===== src/rtl/fb_arbiter.sv =====
// Framebuffer RAM arbiter: display read > clear sweep > host write.
// Optional FB_ARB_STATS_EN adds drop_count and clr_done outputs.
module fb_arbiter #(
    parameter int   WIDTH       = 640,
    parameter int   HEIGHT      = 480,
    parameter int   ADDR_W      = 19,
    parameter logic CLEAR_VALUE = 1'b0
) (
    input  logic              CLK100MHZ,
    input  logic              CPU_RESETN,
    input  logic              pix_tick,
    input  logic [ADDR_W-1:0] disp_addr,
    output logic              disp_data,
    output logic              disp_valid,
    input  logic              wr_valid,
    output logic              wr_ready,
    input  logic [ADDR_W-1:0] wr_addr,
    input  logic              wr_data,
    input  logic              clr_req,
    output logic              clr_busy,
    output logic [ADDR_W-1:0] ram_addr,
    output logic              ram_we,
    output logic              ram_wdata,
`ifdef FB_ARB_STATS_EN
    output logic [15:0]       drop_count,
    output logic              clr_done,
`endif
    input  logic              ram_rdata
);

    localparam int TOTAL = WIDTH * HEIGHT;
    localparam logic [ADDR_W-1:0] LAST = ADDR_W'(TOTAL - 1);
    localparam logic [ADDR_W:0] TOTAL_W = (ADDR_W + 1)'(TOTAL);

    typedef enum logic {S_IDLE, S_CLEAR} state_e;

    state_e            state_q, state_d;
    logic [ADDR_W-1:0] cnt_q, cnt_d;
    logic [ADDR_W-1:0] ram_addr_q, ram_addr_d;
    logic              ram_we_q, ram_we_d;
    logic              ram_wdata_q, ram_wdata_d;
    logic              rd1_q, rd1_d;
    logic              rd2_q, rd2_d;
    logic              dvalid_q, dvalid_d;
    logic              ddata_q, ddata_d;
    logic              wr_fire;
    logic              wr_in_range;
    logic              clr_fin;

    assign clr_busy    = (state_q == S_CLEAR);
    assign wr_ready    = ~pix_tick & ~clr_busy & ~clr_req;
    assign wr_fire     = wr_valid & wr_ready;
    assign wr_in_range = ({1'b0, wr_addr} < TOTAL_W);

    assign ram_addr   = ram_addr_q;
    assign ram_we     = ram_we_q;
    assign ram_wdata  = ram_wdata_q;
    assign disp_data  = ddata_q;
    assign disp_valid = dvalid_q;

    always_comb begin
        state_d     = state_q;
        cnt_d       = cnt_q;
        ram_addr_d  = ram_addr_q;
        ram_we_d    = 1'b0;
        ram_wdata_d = ram_wdata_q;
        rd1_d       = 1'b0;
        clr_fin     = 1'b0;

        if (state_q == S_IDLE && clr_req) begin
            state_d = S_CLEAR;
            cnt_d   = '0;
        end

        if (pix_tick) begin
            ram_addr_d = disp_addr;
            rd1_d      = 1'b1;
        end else if (clr_busy) begin
            ram_addr_d  = cnt_q;
            ram_we_d    = 1'b1;
            ram_wdata_d = CLEAR_VALUE;
            if (cnt_q == LAST) begin
                state_d = S_IDLE;
                clr_fin = 1'b1;
            end else begin
                cnt_d = cnt_q + 1'b1;
            end
        end else if (wr_fire && wr_in_range) begin
            ram_addr_d  = wr_addr;
            ram_we_d    = 1'b1;
            ram_wdata_d = wr_data;
        end

        // read data lands one cycle after the address; capture it then
        rd2_d    = rd1_q;
        dvalid_d = rd2_q;
        ddata_d  = rd2_q ? ram_rdata : ddata_q;
    end

    always_ff @(posedge CLK100MHZ or negedge CPU_RESETN) begin
        if (!CPU_RESETN) begin
            state_q     <= S_IDLE;
            cnt_q       <= '0;
            ram_addr_q  <= '0;
            ram_we_q    <= 1'b0;
            ram_wdata_q <= 1'b0;
            rd1_q       <= 1'b0;
            rd2_q       <= 1'b0;
            dvalid_q    <= 1'b0;
            ddata_q     <= 1'b0;
        end else begin
            state_q     <= state_d;
            cnt_q       <= cnt_d;
            ram_addr_q  <= ram_addr_d;
            ram_we_q    <= ram_we_d;
            ram_wdata_q <= ram_wdata_d;
            rd1_q       <= rd1_d;
            rd2_q       <= rd2_d;
            dvalid_q    <= dvalid_d;
            ddata_q     <= ddata_d;
        end
    end

`ifdef FB_ARB_STATS_EN
    logic [15:0] drop_q, drop_d;
    logic        done_q, done_d;

    always_comb begin
        drop_d = drop_q;
        done_d = clr_fin;
        if (wr_fire && !wr_in_range && drop_q != 16'hFFFF) begin
            drop_d = drop_q + 16'd1;
        end
    end

    always_ff @(posedge CLK100MHZ or negedge CPU_RESETN) begin
        if (!CPU_RESETN) begin
            drop_q <= '0;
            done_q <= 1'b0;
        end else begin
            drop_q <= drop_d;
            done_q <= done_d;
        end
    end

    assign drop_count = drop_q;
    assign clr_done   = done_q;
`endif

endmodule

===== config.mk =====
export PLATFORM = sky130hd
export DESIGN_NAME = fb_arbiter
export DESIGN_NICKNAME = d
export VERILOG_FILES = /design/src/rtl/fb_arbiter.sv
export SDC_FILE = /design/constraint.sdc
export NUM_CORES = 1
export LEC_CHECK = 0
export ABC_AREA = 1
export CAP_MARGIN = 40
export CORE_MARGIN = 10
export CORE_UTILIZATION = 45
export DETAILED_ROUTE_END_ITERATION = 12
export PLACE_DENSITY = 0.73
export SLEW_MARGIN = 10
export SYNTH_ARGS = -nofsm -noshare
export SYNTH_HDL_FRONTEND = slang
export SYNTH_SLANG_ARGS = --single-unit

===== constraint.sdc =====
create_clock -name CLK100MHZ -period 3.4 [get_ports CLK100MHZ]
set_input_delay 0.34 -clock CLK100MHZ [delete_from_list [all_inputs] [get_ports CLK100MHZ]]
set_output_delay 0.34 -clock CLK100MHZ [all_outputs]
set_load 0.1 [all_outputs]

==> run metrics <==
status finished clean; Diodes inserted 0; HP Start rd1_q; CP bufs+invs 3; Fin Hold WS 0.374 ns; Filler cells 433; # nets final 496; vias 2,685; largest family of logic cells by synthesized area simple AND/OR/NAND/NOR gates; Switching Fraction 0.411; fin crit share 0.658; core region area 5570 sq um; synth top area cells dfrtp_1 (43%), nand2_1 (20%), nand3_1 (8.6%); final hold violation count 0; Ports 70; Synth top area share 0.428; worst hold path stage count 0; I/O Buffers 69; syn_nets 404; DR WL/cell 15.1 microns; die height 96.4 microns; post_cts resized 0; DPL Wire Length 6120 microns; htree depth 2; reg-to-reg endpoint ram_addr[2]; Clock Latency Late Sink 0.30 ns; global-route wire length before repair 12,900 microns; Crit. End Element flop; Post-DRT Antenna Nets 0; CTS Buffer Depth 2; CP arrival 2.47 ns; Clk pwr share 0.184; placer congestion estimate 0.916; GR Util All Layers 0.175; Final Routed Wirelength 7890 microns; Adder-Cell Fraction of Synth Area 0.00476; Final TNS setup 0 ns; Slowest-stage cell, CP nand4_2; vias in the first global route 2,615; final worst slack 1.16 ns; #FFs+latches synth 45; critical path type input port to flop; Unique masters post-synth 27; Die ar. 9300 sq um; pin count of the biggest net entering global routing 35; post-CTS setup repair buffer count 0; Final Core Density 0.689; Crit path required time 3.63 ns; Leak 1.86 nW; R2R cell count 7; Vias/cell 5.13; Peak VDD IR 0.000317 V; Power Internal 1.04 mW; yosys warns 0; clk slew on worst S/H paths 0.08 ns; total gr overflow 0; Tmin final 2.24 ns; # hold bufs at CTS 1; Iter 0 DRT Violations 148; relative slew slack 0.565; CP Cell Sequence clkdlybuf4s50_1 -> buf_4 -> nor2_4 -> inv_2 -> nor2_4 -> nand4_2 -> nand2_4 -> nand2_1 -> nand2_1; Power, Total 1.76 mW; TritonCTS clock tree yes; Initial DRT Pass Iterations 4; max-cap violations 0; share of cells above drive strength 1 0.111; Synth Area in Simple Gates 0.365; Setup Skew 0.00866 ns; post-synthesis mux area share 0.00428; netlist area before placement 2630 sq um; sequential area share after synthesis 0.428; DIE WIDTH 96.4 microns; DRC violations left 0; combinational share of power 0.420; CP peak stage delay 0.54 ns; Post-Syn Instances 358; sw power 723 uW; unrepaired setup endpoints after global routing false; Least-Margin Pin Slew 0.651 ns; Crit path max-delay family simple AND/OR/NAND/NOR gates; Synth Area per Inst 7.34 sq um; Compound-Gate Fraction of Synth Area 0.0700; R2R Setup Slk 1.38 ns; P&R area growth vs syn 46.2%; Row Count 27; clock net sink count 45; worst-path fanout max 23; Place WS 0.883 ns; XOR/XNOR Fraction of Synth Area 0.0433; Seq pwr share 0.396; CP startpoint kind input port; Hold Path Class flop to flop; Root Driver clkbuf_8; Final setup viols 0; worst hold endpoint dvalid_d; pwr dens 458 nW/um^2; Slew Viols, Final 0; Initial Utilization 0.472; Max Freq 447 MHz; CTS buffer count 5; leading area contributor after synthesis dfrtp_1; initial antenna violation count 0; Worst R2R Start clr_busy
-- cells by family after synthesis --
logic type,after synthesis
xor+xnor,13
fa+ha+maj,1
flops,45
mux,1
buf+inv,51
compound gates,28
simple gates,219
-- through the flow --
step / area [sq um] / instances
finish: 3840 / 523
global route: 3840 / 523
CTS: 3840 / 523
detailed placement: 3750 / 514
global placement: 3360 / 489
floorplan: 2630 / 358
-- worst max-delay path by stage --
stage	slack (ns)	start	to	depth (start not counted)
2_1_floorplan	0.95	clr_busy	ram_addr[11]	7
3_3_place_gp	0.95	pix_tick	ram_addr[14]	9
3_5_place_dp	0.88	pix_tick	ram_addr[2]	9
4_1_cts	1.18	pix_tick	ram_addr[2]	9
5_1_grt	0.96	pix_tick	ram_addr[2]	9
6_report	1.16	pix_tick	ram_addr[2]	9
-- final cells by class --
class / instances / area, sq um / share of cell area
flip-flops and latches: 45 / 1130 / 0.293
repair buffers: 98 / 1120 / 0.292
inverters: 38 / 143 / 0.0371
clock inverters: 2 / 10.0 / 0.00261
clock buffers: 6 / 72.6 / 0.0189
multi-input cells: 262 / 1280 / 0.333
well taps: 72 / 90.1 / 0.0234
-- state kept, by name (all words and copies together), names as in the netlist --
signal and cells:
cnt_q 19, ram_addr 19, clr_busy 1, disp_data 1
disp_valid 1, dvalid_d 1, ram_wdata 1, ram_we 1
rd1_q 1
-- power groups by stage --
stage	Combinational [mW]	Sequential (mW)	Clock [mW]
6_report	0.738	0.697	0.324
5_1_grt	0.791	0.708	0.348
4_1_cts	0.741	0.695	0.326
3_5_place_dp	0.737	0.706	0
3_3_place_gp	0.613	0.701	0
2_1_floorplan	0.216	0.911	0
-- Yosys cell counts --
library cell,number
xor2_1,12
o21ai_2,2
buf_1,2
ha_1,1
nand4_2,2
nor2_4,2
o221ai_1,5
buf_6,2
mux2_2,1
o211ai_1,7
buf_2,4
nand2b_1,1
xnor2_1,1
nor3_4,1
nor2_1,19
nand4_1,5
inv_1,36
clkbuf_1,4
inv_2,2
nand2_1,139
nor2_2,1
o21ai_0,14
nand2_4,2
nor3_1,2
dfrtp_1,45
buf_8,1
nand3_1,45
-- cells in the final DEF (no fill, tap or decap), drive strengths merged --
cell type,n
buf,30
clkbuf,6
clkdlybuf4s50,67
clkinv,2
dfrtp,45
dlygate4sd3,1
ha,1
inv,38
mux2,1
nand2,141
nand2b,1
nand3,45
nand4,7
nor2,22
nor3,3
o211ai,7
o21ai,16
o221ai,5
xnor2,1
xor2,12
-- metal layers --
layer  track usage  wire length [microns]  vias up
li1              -                      -     1330
met1         0.223                   3430     1252
met2         0.303                   3810       93
met3        0.0301                    551       10
met4        0.0400                     99        0
met5             0                      0        -
-- worst register-to-register path: stages, from the launching register on --
cell     delay [ns]
dfrtp_1        0.46
nor2_4         0.12
inv_2          0.08
nor2_4         0.13
nand4_2        0.54
nand2_4        0.44
nand2_1        0.11
nand2_1        0.08
No activity file was read; power rests on OpenSTA's default activity.
